<file path="config.mk">
export PLATFORM = sky130hd
export DESIGN_NAME = dff_mux_arbiter_flat
export DESIGN_NICKNAME = d
export VERILOG_FILES = /design/src/rtl/dff_mux_arbiter_if.sv /design/src/rtl/dff_mux_arbiter.sv /design/src/flat_wrapper.sv
export SDC_FILE = /design/constraint.sdc
export NUM_CORES = 1
export LEC_CHECK = 0
export ABC_AREA = 1
export BUFFER_PORTS_ARGS = -buffer_cell sky130_fd_sc_hd__buf_2
export CORE_ASPECT_RATIO = 1.1
export CORE_MARGIN = 5
export CORE_UTILIZATION = 38
export DETAILED_ROUTE_END_ITERATION = 8
export GPL_TIMING_DRIVEN = 0
export PLACE_DENSITY = 0.62
export SYNTH_ARGS = -nofsm -noshare
export SYNTH_HDL_FRONTEND = slang
export SYNTH_SLANG_ARGS = --single-unit
</file>
<file path="constraint.sdc">
create_clock -name clk -period 2.7 [get_ports clk]
set_clock_uncertainty 0.05 [all_clocks]
set_input_delay 0.405 -clock clk [delete_from_list [all_inputs] [get_ports clk]]
set_output_delay 0.405 -clock clk [all_outputs]
set_load 0.01 [all_outputs]
</file>
<file path="src/rtl/dff_mux_arbiter_if.sv">
`default_nettype none
// ============================================================================
// Module   : dff_mux_arbiter_if
// Purpose  : Bundle of request/grant/tag signals between the two requesters
//            (and the downstream dff_mux) and the dff_mux_arbiter.
// Ports    : req_a, req_b      - level requests, held until served
//            gnt_a, gnt_b      - registered one-hot grants
//            sel               - dff_mux select (1 = a, 0 = b)
//            out_valid/out_src - tag of the sample currently on dff_mux out
//            burst_cnt, sw_cnt - burst length and handover statistics
// Modports : master - requester side (drives requests)
//            slave  - arbiter side (drives grants, select and tags)
// Revision : 1.0 - initial release
// ============================================================================
interface dff_mux_arbiter_if #(
    parameter int CNT_W = 3,
    parameter int SW_W  = 8
);
    logic             req_a;
    logic             req_b;
    logic             gnt_a;
    logic             gnt_b;
    logic             sel;
    logic             out_valid;
    logic             out_src;
    logic [CNT_W-1:0] burst_cnt;
    logic [SW_W-1:0]  sw_cnt;

    modport master (
        output req_a, req_b,
        input  gnt_a, gnt_b, sel, out_valid, out_src, burst_cnt, sw_cnt
    );

    modport slave (
        input  req_a, req_b,
        output gnt_a, gnt_b, sel, out_valid, out_src, burst_cnt, sw_cnt
    );
endinterface
`default_nettype wire

</file>
<file path="src/rtl/dff_mux_arbiter.sv">
`default_nettype none
// ============================================================================
// Module   : dff_mux_arbiter
// Purpose  : Round-robin arbiter that shares one registered 2:1 mux
//            (out <= sel ? a : b) between requesters A and B, with bounded
//            bursts under contention and tagging of the registered mux output.
// Ports    : clk   - system clock, rising edge
//            rst_n - asynchronous active-low reset
//            bus   - dff_mux_arbiter_if.slave (requests in; grants, sel,
//                    out_valid, out_src, burst_cnt, sw_cnt out)
// Revision : 1.0 - initial release
// ============================================================================
module dff_mux_arbiter #(
    parameter int MAX_BURST = 4,
    parameter int CNT_W     = 3,
    parameter int SW_W      = 8
) (
    input  wire logic          clk,
    input  wire logic          rst_n,
    dff_mux_arbiter_if.slave   bus
);

    typedef enum logic [1:0] {
        IDLE  = 2'd0,
        OWN_A = 2'd1,
        OWN_B = 2'd2
    } state_t;

    localparam logic [CNT_W-1:0] C_MAX_BURST = CNT_W'(MAX_BURST);
    localparam logic [CNT_W-1:0] C_CNT_ONE   = CNT_W'(1);
    localparam logic [SW_W-1:0]  C_SW_MAX    = '1;
    localparam logic [SW_W-1:0]  C_SW_ONE    = SW_W'(1);

    state_t           r_state;
    state_t           w_next;
    logic [CNT_W-1:0] r_burst_cnt;
    logic [CNT_W-1:0] w_cnt_next;
    logic [SW_W-1:0]  r_sw_cnt;
    logic             r_last_a;      // 1: last owner was A, 0: last owner was B
    logic             w_last_a_next;
    logic             w_handover;
    logic             r_gnt_a;
    logic             r_gnt_b;
    logic             r_sel;
    logic             r_out_valid;
    logic             r_out_src;

    // ------------------------------------------------------------------
    // Next-state / counter logic
    // ------------------------------------------------------------------
    always_comb begin
        w_next        = r_state;
        w_cnt_next    = r_burst_cnt;
        w_last_a_next = r_last_a;
        w_handover    = 1'b0;

        case (r_state)
            IDLE: begin
                // On a tie the requester that did not own the mux last wins.
                if (bus.req_a && (!bus.req_b || !r_last_a)) begin
                    w_next     = OWN_A;
                    w_cnt_next = C_CNT_ONE;
                end else if (bus.req_b) begin
                    w_next     = OWN_B;
                    w_cnt_next = C_CNT_ONE;
                end
            end

            OWN_A: begin
                if (!bus.req_a || (bus.req_b && r_burst_cnt == C_MAX_BURST)) begin
                    w_last_a_next = 1'b1;
                    if (bus.req_b) begin
                        w_next     = OWN_B;
                        w_cnt_next = C_CNT_ONE;
                        w_handover = 1'b1;
                    end else begin
                        w_next     = IDLE;
                        w_cnt_next = '0;
                    end
                end else if (r_burst_cnt != C_MAX_BURST) begin
                    w_cnt_next = r_burst_cnt + C_CNT_ONE;
                end
            end

            OWN_B: begin
                if (!bus.req_b || (bus.req_a && r_burst_cnt == C_MAX_BURST)) begin
                    w_last_a_next = 1'b0;
                    if (bus.req_a) begin
                        w_next     = OWN_A;
                        w_cnt_next = C_CNT_ONE;
                        w_handover = 1'b1;
                    end else begin
                        w_next     = IDLE;
                        w_cnt_next = '0;
                    end
                end else if (r_burst_cnt != C_MAX_BURST) begin
                    w_cnt_next = r_burst_cnt + C_CNT_ONE;
                end
            end

            default: begin
                w_next     = IDLE;
                w_cnt_next = '0;
            end
        endcase
    end

    // ------------------------------------------------------------------
    // State register
    // ------------------------------------------------------------------
    always_ff @(posedge clk or negedge rst_n) begin
        if (!rst_n) begin
            r_state     <= IDLE;
            r_burst_cnt <= '0;
            r_last_a    <= 1'b0;
        end else begin
            r_state     <= w_next;
            r_burst_cnt <= w_cnt_next;
            r_last_a    <= w_last_a_next;
        end
    end

    // ------------------------------------------------------------------
    // Registered outputs. Grants and sel are decoded from the next state so
    // they appear together with the state that owns them; sel holds in IDLE.
    // The output tags lag the grants by one cycle to line up with the
    // sample dff_mux registers on the edge after sel becomes valid.
    // ------------------------------------------------------------------
    always_ff @(posedge clk or negedge rst_n) begin
        if (!rst_n) begin
            r_gnt_a     <= 1'b0;
            r_gnt_b     <= 1'b0;
            r_sel       <= 1'b0;
            r_out_valid <= 1'b0;
            r_out_src   <= 1'b0;
            r_sw_cnt    <= '0;
        end else begin
            r_gnt_a     <= (w_next == OWN_A);
            r_gnt_b     <= (w_next == OWN_B);
            if (w_next == OWN_A) begin
                r_sel <= 1'b1;
            end else if (w_next == OWN_B) begin
                r_sel <= 1'b0;
            end
            r_out_valid <= r_gnt_a | r_gnt_b;
            r_out_src   <= r_gnt_a;
            if (w_handover && r_sw_cnt != C_SW_MAX) begin
                r_sw_cnt <= r_sw_cnt + C_SW_ONE;
            end
        end
    end

    assign bus.gnt_a     = r_gnt_a;
    assign bus.gnt_b     = r_gnt_b;
    assign bus.sel       = r_sel;
    assign bus.out_valid = r_out_valid;
    assign bus.out_src   = r_out_src;
    assign bus.burst_cnt = r_burst_cnt;
    assign bus.sw_cnt    = r_sw_cnt;

endmodule
`default_nettype wire

</file>
<file path="src/flat_wrapper.sv">
// flat-port wrapper written by rule: the top's interface ports become plain ports
module dff_mux_arbiter_flat 
#(
    parameter int MAX_BURST = 4,
    parameter int CNT_W     = 3,
    parameter int SW_W      = 8
)
  (clk, rst_n, bus_req_a, bus_req_b, bus_gnt_a, bus_gnt_b, bus_sel, bus_out_valid, bus_out_src, bus_burst_cnt, bus_sw_cnt);
  dff_mux_arbiter_if #(.CNT_W(CNT_W), .SW_W(SW_W)) bus_i ();
  input  wire logic clk;
  input  wire logic rst_n;
  input wire logic [$bits(bus_i.req_a)-1:0] bus_req_a;
  input wire logic [$bits(bus_i.req_b)-1:0] bus_req_b;
  output wire logic [$bits(bus_i.gnt_a)-1:0] bus_gnt_a;
  output wire logic [$bits(bus_i.gnt_b)-1:0] bus_gnt_b;
  output wire logic [$bits(bus_i.sel)-1:0] bus_sel;
  output wire logic [$bits(bus_i.out_valid)-1:0] bus_out_valid;
  output wire logic [$bits(bus_i.out_src)-1:0] bus_out_src;
  output wire logic [$bits(bus_i.burst_cnt)-1:0] bus_burst_cnt;
  output wire logic [$bits(bus_i.sw_cnt)-1:0] bus_sw_cnt;
  assign bus_i.req_a = bus_req_a;
  assign bus_i.req_b = bus_req_b;
  assign bus_gnt_a = bus_i.gnt_a;
  assign bus_gnt_b = bus_i.gnt_b;
  assign bus_sel = bus_i.sel;
  assign bus_out_valid = bus_i.out_valid;
  assign bus_out_src = bus_i.out_src;
  assign bus_burst_cnt = bus_i.burst_cnt;
  assign bus_sw_cnt = bus_i.sw_cnt;
  dff_mux_arbiter #(.MAX_BURST(MAX_BURST), .CNT_W(CNT_W), .SW_W(SW_W)) u_core (.clk(clk), .rst_n(rst_n), .bus(bus_i));
endmodule
</file>
Word-level counts from Yosys, hierarchy flattened
Cells that the tools add are included.
- output and inout port bits: 16
- flip-flop bits (word level): 19
- logic and storage cells: 61
- input bits: 4
- $add $sub $neg: 2
- reduce and logical (&&, ||, !) cells: 14
- muxes and demuxes: 25
- bitwise gates (word level): 1
- equal/unequal tests: 10
- operator list (operator ; count):
    $mux 3 ; 5
    $mux 1 ; 11
    $mux 2 ; 5
    $pmux 3 s3 ; 1
    $add 8x1->8 const B ; 1
    $ne 8x8->1 const B ; 1
    $pmux 2 s3 ; 1
    $eq 2x1->1 const B ; 2
    $eq 2x2->1 const B ; 2
    $logic_and 1x1->1 ; 4
    $ne 2x1->1 const B ; 2
    $pmux 1 s2 ; 2
    $reduce_bool 2->1 ; 2
    $add 3x1->3 const B ; 1
    $eq 3x3->1 const B ; 1
    $logic_not 1->1 ; 3
    $logic_or 1x1->1 ; 3
    $ne 3x2->1 const B ; 1
    $ne 3x3->1 const B ; 1
    $reduce_and 3->1 ; 1
    $logic_not 2->1 ; 1
    $or 1x1->1 ; 1

Logic depth before layout (Yosys ltp)
Gate-level depths: netlist of run 1.
- word-level depth: 8
- mapped depth: 11
- depth with buffers taken out: 11

Least setup slack after synthesis of run 1
OpenSTA, ideal clock, no wires.
- path kind: register -> register
- start: register u_core.r_burst_cnt[0], in the netlist u_core.bus.burst_cnt[0]
- end: register u_core.r_sel, in the netlist u_core.bus.sel
- path buffers: 0
- setup time: 125 ps
- setup slack: 699 ps
- cell stages (with the launch flop): 12
- data required time: 2525 ps
- arrival time: 1827 ps
- clock period less this slack: 2001 ps
- cells stage by stage: dfrtp_1 -> inv_1 -> ha_1 -> nand3_2 -> nand3_1 -> inv_2 -> nand2_1 -> nand3_1 -> nand2_1 -> inv_1 -> ha_1 -> mux2_2
- longest elaborated chain between the ends: 7
- elaborated cells on any way between the ends: 12
- classes of those cells: eq/ne: 3; mux: 4; reduce/logical: 5
- ends and longest elaborated chain (item ; line ; source):
    start: declaration ; dff_mux_arbiter.sv:36 ; logic [CNT_W-1:0] r_burst_cnt;
    start signal: assignment ; dff_mux_arbiter.sv:118 ; r_burst_cnt <= w_cnt_next;
    $eq 3x3->1 (*) ; dff_mux_arbiter.sv:70, dff_mux_arbiter.sv:86 ;
    $logic_and 1x1->1, on equally long branches ; dff_mux_arbiter.sv:86, dff_mux_arbiter.sv:70 ;
    $logic_or 1x1->1, on equally long branches ; dff_mux_arbiter.sv:86, dff_mux_arbiter.sv:70 ;
    $mux 2, on equally long branches ; dff_mux_arbiter.sv:86, dff_mux_arbiter.sv:70 ;
    $pmux 2 s3 (*) ; dff_mux_arbiter.sv:57 ; case (r_state)
    net u_core.w_next[1] ; dff_mux_arbiter.sv:35 ; state_t w_next;
    $eq 2x1->1 or $eq 2x2->1 (tied branches) ; dff_mux_arbiter.sv:140, dff_mux_arbiter.sv:142 ;
    $mux 1 or $reduce_bool 2->1 (tied branches) ; -- ;
    end signal: assignment ; dff_mux_arbiter.sv:133 ; r_sel <= 1'b0;
    end signal: assignment ; dff_mux_arbiter.sv:141 ; r_sel <= 1'b1;
    end signal: assignment ; dff_mux_arbiter.sv:143 ; r_sel <= 1'b0;
    end: declaration ; dff_mux_arbiter.sv:44 ; logic r_sel;
Mark *: on every way through the listed nets, which the timed path passes. The rest lies on a longest branch.
A chain may end at the register's enable or synchronous reset.

Worst setup path in the final report of run 1
Ends and elaborated chain as after synthesis.

==> results list, run 1 <==
- Run status: completed
- The congestion estimate from routability-driven global placement came to slightly below 0.8.
- RR Startpoint: u_core.bus.burst_cnt[0]
- The worst path needs between 2 and 2.5 ns of the cycle, external delays included.
- For the worst setup path, the data required time is between 2 and 3 ns.
- By area the synthesized netlist is led by sky130_fd_sc_hd__dfrtp_1 40%, sky130_fd_sc_hd__nand2_1 15%, sky130_fd_sc_hd__ha_1 9.4%.
* Layout cell share with drive strength beyond 1: 22.5%
* Slew Limit Headroom: 71.6%
* Total via count in the routed design: 1031
- 20 I/O pins were placed.
- After legalization and detailed placement, the total HPWL measured 1860 um.
- The signal on the critical path passes through inv_1 > ha_1 > nand3_2 > nand3_1 > inv_2 > nand2_1 > nand3_1 > nand2_1 > inv_1 > ha_1 > mux2_2.
* Post-synth EDFFs: 0
* Met1 Resource Use GR: ~13%
- First-pass GRT wire length: about 4200 um
- DRC violation count after routing: 0
* Pin count of the biggest net entering global routing: 20
* Post-synth net total: around 160
* Sum Neg Setup Slack: 0 ns
* Critical Path End: u_core.bus.sel
- Summing every instance area after synthesis gives 1200 um^2.
* Int Power: around 0.65 mW
- The worst setup path is of the reg -> reg kind.
- Slew @ Worst Pin: 0.427 ns
- The layout has 328 filler cells.
- During synthesis, Yosys emitted a total of 0 warnings.
- Worst reg2reg path endpoint: u_core.bus.sel
- Switching portion of total power: 44.4%
- The clock reaches the later pin of the worst-skew pair after about 0.3 ns.
- The area growth from synthesis to layout is 14.2%.
- Part of the total power dissipated in sequential elements: between 30% and 40%
- For this run, the post-layout net count is 187.
* Highest Clock Rate: approximately 0.46 GHz
- Global routing used 3.24% of the available met3 tracks.
* Initial antenna violation count: 0
- Part of the power in the clock network: 12.2%
* CTS max path bufs: 2
- Summed over all instances, the cell type with the most area after synthesis is sky130_fd_sc_hd__dfrtp_1.
* Vias per cell: 4.98
* Reg-to-reg slack, setup: around 0.53 ns
- Top fanout value on the critical path: 5
* Final Slew Violations: 0
* Met2 usage in global routing: about 23%
* Overall global routing resource usage: a little under an eighth
- Wire length after detailed routing: 2380 um
* TritonCTS buffer count: 3
- Die Area: about 4400 um^2
- Share of Yosys cell area claimed by the top area cell type: about two fifths
- Syn Inst Count: 150
- In this run the number of H-tree levels came out at 1.
- Worst setup EP type: flip-flop
- Clock tree synthesis found a total of 19 sinks.
- The worst register-to-register path has a depth of 11.
- In the post-synthesis netlist, the cell with the most instances is sky130_fd_sc_hd__nand2_1.
- Maximum VDD drop: 0.000479 V
- Core area: a little over 3000 um^2
- Initial Utilization: approximately two fifths
- Cell at the root of the clock tree: sky130_fd_sc_hd__clkbuf_4
- Grt total ovfl: 0
* Crit path launch: u_core.bus.burst_cnt[0]
- For this design the static power due to leakage is approximately 0.8 nW.
* Number of core rows: 21
- met2 is the most crowded layer.
- Summing all multi-input logic gate instances after layout gives ~640 um^2.
- RSZ-0062 raised after global routing: false
* Final Hold Vio Count: 0
* Share of synthesized flip-flops with an asynchronous set or reset: 100%
- The path class of the tightest hold or removal check is reg -> reg.
* Mean instance size in the synthesized netlist: 8.01 um^2
- Routed Antenna Nets: 0
- Die X-Extent: approximately 64 um
* Clock input transition at the sequential cells of the worst setup and hold paths: 0.11 ns
- Across the run, the number of max-cap violations was 0.
- Count of antenna diodes in the layout: 0
- After synthesis the netlist holds a flip-flop and latch count of 19.
* Proportion of synthesized chip area in sequential cells: 39.6%
- Number of global-route vias before repair: approximately 1000
* Most frequent cells after synthesis: 47 x sky130_fd_sc_hd__nand2_1, 21 x sky130_fd_sc_hd__nand3_1, 19 x sky130_fd_sc_hd__dfrtp_1, 18 x sky130_fd_sc_hd__inv_1, 9 x sky130_fd_sc_hd__ha_1
* Total power divided by cell area: between 800 and 900 nW/um^2
* Critical path's slowest cell: sky130_fd_sc_hd__dfrtp_1
* Arrival time of the worst setup path: between 2 and 2.5 ns
- Top flip-flop cell by instance count after synthesis: sky130_fd_sc_hd__dfrtp_1
- Number of buffers inserted by port buffering: 18
- Measured along the y axis, the die boundary spans 69.0 um.
- STA classifies the critical path startpoint as a flip-flop.
- Average wire per cell in the routed design: 11.5 um
- Final period utilization: roughly four fifths
- Net switching power of the design: 0.523 mW
- Part of the total power dissipated in combinational logic: 49.9%
* Clock tree from TritonCTS: yes
- Registers take 475 um^2.
- Maximum cell stage delay along the critical path: around 0.45 ns
- Once the clock tree was built, the setup fixing pass inserted 0 buffers.
- Final Setup Violations: 0
- For this block, the initial DRC count from the detailed router was 28.
- Iteration count of the initial detailed-routing pass: 4
- The design draws between 1 and 1.5 mW.
- In this run, distinct cell masters in the synthesized netlist total 21.
## placed cells by master (no fill, tap or decap), drive strengths merged
cell type	count
nand2	53
nand3b	1
xor2	5
clkinv	1
nand3	24
nor2	7
o21ai	3
o21a	1
dfrtp	19
a21oi	2
o211ai	2
buf	19
or2	1
inv	20
mux2	1
dlygate4sd3	1
clkbuf	3
ha	9
nand4	1
## what timing repair did
item	4_1_cts	5_1_grt
endpoints found under the hold margin	19	0
gates resized for setup	0	0
hold buffers	1	0
## logic make-up (layout without fill, tap and decap cells)
family | count (synthesis) | after routing | share of synthesized area [%]
xor+xnor | 5 | 5 | 3.65
simple gates | 87 | 87 | 35.6
mux | 1 | 1 | 0.937
compound gates | 8 | 8 | 3.96
flops | 19 | 19 | 39.6
fa+ha+maj | 9 | 9 | 9.38
buf+inv | 21 | 44 | 6.88
## layer usage
layer	wire length, um	vias to the layer above
met2	1240	18
li1	-	519
met3	92	2
met5	0	-
met4	17	0
met1	1030	492
## power by group through the flow
| stage | clock network [mW] | registers [mW] | logic [mW] |
|---|---|---|---|
| floorplan | 0 | 0.471 | 0.397 |
| global placement | 0 | 0.450 | 0.579 |
| detailed placement | 0 | 0.453 | 0.592 |
| CTS | 0.150 | 0.449 | 0.596 |
| global route | 0.162 | 0.462 | 0.668 |
| finish | 0.143 | 0.446 | 0.587 |
## registers in the layout, indices dropped and copies added, names as in the netlist
signal,flops
u_core.bus.sw_cnt,8
u_core.bus.burst_cnt,3
u_core.r_state,2
u_core.bus.gnt_a,1
u_core.bus.gnt_b,1
u_core.bus.out_src,1
u_core.bus.out_valid,1
u_core.bus.sel,1
u_core.r_last_a,1
## critical path, delay by kind of cell, from the launching register on
family	cells	cell delay, ns
fa+ha+maj	2	0.53
flops	1	0.45
buf+inv	3	0.21
mux	1	0.32
simple gates	5	0.51
## how the worst min path moves through the flow
stage	startpoint	end	slack, ns	cells past startpoint
floorplan	rst_n	u_core.bus.burst_cnt[0]	0.06	0
global placement	rst_n	u_core.bus.out_valid	0.31	1
detailed placement	rst_n	u_core.bus.out_valid	0.32	1
CTS	u_core.bus.gnt_a	u_core.bus.out_src	0.37	0
global route	u_core.bus.gnt_a	u_core.bus.out_src	0.38	0
finish	u_core.bus.gnt_a	u_core.bus.out_src	0.37	0
## area by class of cell
class | count | area share (%)
clock inverter | 1 | 0.365
sequential | 19 | 34.7
clock buffer | 3 | 1.64
tap | 34 | 3.10
multi-input combinational | 110 | 46.9
timing repair buffer | 19 | 7.30
buffer | 1 | 0.547
inverter | 20 | 5.47
## per-stage QoR
stage               std cells  utilization (%)  hold WS (ns)  area [um^2]  setup WS, ns
CTS                       207             45.0         0.373         1370         0.515
global route              207             45.0         0.385         1370         0.415
detailed placement        202             43.8         0.322         1330         0.541
global placement          202             43.8         0.312         1330         0.593
floorplan                 150                -        0.0594         1200         0.699
finish                    207             45.0         0.366         1370         0.527
(Power assumes the default switching activity.)
==> run 2: changes to the inputs <==
==> constraint.sdc (replaced) <==
create_clock -name clk -period 2.2 [get_ports clk]
set_clock_uncertainty 0.05 [all_clocks]
set_input_delay 0.33 -clock clk [delete_from_list [all_inputs] [get_ports clk]]
set_output_delay 0.33 -clock clk [all_outputs]
set_load 0.01 [all_outputs]
==> run 2 against run 1 <==
Maximum frequency rose by 3.9%. Critical endpoint unchanged. First-iteration DRC count rose by 18%. Power rose by 23%. Design area rose by 0.55%. Worst setup slack got worse by 0.42 ns.
==> results list, run 2 (synthesis gave the netlist of run 1 again) <==
* Top fanout value on the critical path: 5
- Net total in the final layout: roughly 190
- At the end of routability-driven placement, the weighted congestion stood at approximately 0.78.
- The floorplan step set the die width to around 64 um.
- After detailed routing, the number of remaining DRC violations is 0.
- Along the worst hold path, the cell count comes to 0.
* Layout cell share with drive strength beyond 1: between 20% and 30%
- Highest Clock Rate: 0.478 GHz
- The worst register-to-register path has a setup slack of 0.11 ns.
- Counting cells, the worst reg-to-reg path comes to 11.
- Number of flip-flops in the largest register: 8
- Of the total power, the clock network draws 12.2%.
* Maximum VDD drop: 0.000584 V
- First-pass GRT wire length: 4210 um
* TritonCTS sink count: 19
* Critical path class: reg -> reg
- Core area: roughly 3000 um^2
- For the pin with the worst max-slew slack, the measured transition is 0.418 ns.
* Total power divided by cell area: around 1100 nW/um^2
- Leaving out fill and tap cells, the most frequent cell in the layout is sky130_fd_sc_hd__nand2_1.
- After detailed routing, the total wire length is between 2000 and 2500 um.
* Detailed router's first-iteration violation count: 33
* Part of the total power dissipated in combinational logic: between 50% and 60%
- The via count of the first global-routing pass came to 1011.
- In this run the tightest slew margin relative to its limit is slightly above 70%.
- After global routing the overflow that remains totals 0.
- Die Area: 4390 um^2
- Pin count of the biggest net entering global routing: 20
- For this run, the detailed router's first-pass iteration total came to 4.
* Final Setup Violations: 0
- At the worst endpoint, the arrival time is ~2.2 ns.
- In this run the count of I/O pins placed on the die edge is 20.
* Part of the total power dissipated in sequential elements: between 30% and 40%
* Int Power: ~0.81 mW
- For hold timing, the worst endpoint is u_core.bus.out_src.
* Static Leakage: 0.798 nW
- For this design the total switching power over the nets is 0.643 mW.
* Initial Utilization: 39.4%
- CTS built an H-tree with a depth of 1.
- Final period utilization: ~95%
- Data required, critical path: approximately 2.3 ns
* Sum Neg Setup Slack: 0 ns
* Number of core rows: 21
- Global routing used between 10% and 20% of the available tracks across all layers.
* Class of the tightest hold or removal check: reg -> reg
- Using the TritonRoute via totals, the vias-per-cell ratio works out to 4.98.
- Clock tree from TritonCTS: yes
* Post-place instance area: between 1000 and 1500 um^2
* Clock input transition at the sequential cells of the worst setup and hold paths: 0.11 ns
- Switching portion of total power: 44.3%
- The count of buffers added on input and output ports is 18.
* Commonest non-fill, non-tap cells in the layout: 47 x sky130_fd_sc_hd__nand2_1, 20 x sky130_fd_sc_hd__nand3_1, 19 x sky130_fd_sc_hd__dfrtp_1, 18 x sky130_fd_sc_hd__inv_1, 18 x sky130_fd_sc_hd__buf_2
- Final Hold Vio Count: 0
- RR Startpoint: u_core.bus.burst_cnt[0]
* Final Slew Violations: 0
- Across the run, the number of max-cap violations was 0.
- Worst reg2reg path endpoint: u_core.bus.sel
- Setup repair after global routing left no endpoint under its margin.
* Die Ht: ~70 um
- Routed Antenna Nets: 0
- The flow ran to the end, and the final reports show no timing, DRC or antenna violations.
- The worst setup path is launched from a flip-flop.
- At the later pin of the worst-skew pair, clock insertion delay measures 0.30 ns.
- Once layout is complete, the cells apart from fillers number 207.
- The startpoint identified for the worst hold timing path is u_core.bus.gnt_a.
- Total via count in the routed design: 1030
* Average wire per cell in the routed design: between 10 and 15 um
* Layout-stage area growth over the synthesis result: 14.8%
- Worst setup EP type: flip-flop
* Cell at the root of the clock tree: sky130_fd_sc_hd__clkbuf_4
* Final worst path period need: approximately 2.1 ns
* Count of antenna diodes in the layout: 0
* Initial antenna violation count: 0
- HPWL after DPL: between 1500 and 2000 um
- Total power after layout: between 1 and 1.5 mW
* Post-route cell area: about 1400 um^2
- Counting the buffers created by CTS gives 3.
* Number of placed instances with taps included: around 200
- CTS max path bufs: 2
## run 2: cell counts in the layout (fill, tap and decap cells not counted)
No cell type changed its count.
## run 2: worst max path at each step
stage / start / endpoint / slack [ns] / cells past startpoint
after global routing: u_core.bus.burst_cnt[0] / u_core.bus.sel / 0.01 / 11
after floorplan: u_core.bus.burst_cnt[0] / u_core.bus.sel / 0.20 / 11
after global placement: u_core.bus.burst_cnt[0] / u_core.bus.sel / 0.09 / 11
after detailed placement: u_core.bus.burst_cnt[0] / u_core.bus.sel / 0.04 / 11
final: u_core.bus.burst_cnt[0] / u_core.bus.sel / 0.11 / 11
after CTS: u_core.bus.burst_cnt[0] / u_core.bus.sel / 0.01 / 11
## run 2: repair_timing
action                     in CTS  in global routing
hold endpoints to repair       19                  0
resized for setup               0                  2
setup endpoints to repair       0                  1
hold buffers                    1                  0
setup buffers                   0                  0
## run 2: power by group through the flow
stage / logic [mW] / registers, mW / clock network [mW]
after detailed placement: 0.726 / 0.556 / 0
after floorplan: 0.488 / 0.578 / 0
after global placement: 0.711 / 0.552 / 0
final: 0.726 / 0.548 / 0.176
after global routing: 0.828 / 0.568 / 0.198
after CTS: 0.731 / 0.551 / 0.184
## run 2: through the flow
| stage | utilization, % | worst slack, ns | hold WS, ns |
|---|---|---|---|
| after floorplan | - | 0.199 | -0.0156 |
| after global placement | 43.8 | 0.0925 | 0.237 |
| after detailed placement | 43.8 | 0.0407 | 0.247 |
| after CTS | 45.0 | 0.0150 | 0.373 |
| after global routing | 45.2 | 0.0111 | 0.385 |
| final | 45.2 | 0.108 | 0.366 |
## run 2: final cells by class
cell class / count / area [um^2]
Tap cell: 34 / 42.5
Buffer: 1 / 7.51
Multi-Input combinational cell: 110 / 651
Inverter: 20 / 75.1
Clock inverter: 1 / 5.00
Sequential cell: 19 / 475
Clock buffer: 3 / 22.5
Timing Repair Buffer: 19 / 100
Fill cell: 326 / 1670
## run 2: critical path, stage by stage (launching register included)
cell and delay (ns):
sky130_fd_sc_hd__dfrtp_1 0.45, sky130_fd_sc_hd__inv_1 0.10, sky130_fd_sc_hd__ha_2 0.23, sky130_fd_sc_hd__nand3_2 0.12
sky130_fd_sc_hd__nand3_2 0.12, sky130_fd_sc_hd__inv_2 0.04, sky130_fd_sc_hd__nand2_1 0.05, sky130_fd_sc_hd__nand3_1 0.07
sky130_fd_sc_hd__nand2_1 0.09, sky130_fd_sc_hd__inv_1 0.06, sky130_fd_sc_hd__ha_1 0.28, sky130_fd_sc_hd__mux2_2 0.32
## run 2: routing by layer
metal	track usage, %	part of all wire [%]	vias to the layer above
met5	0	0	-
met4	3.90	1.1	0
met3	3.24	3.4	4
met2	23.0	51	16
met1	12.8	44	488
li1	-	-	522
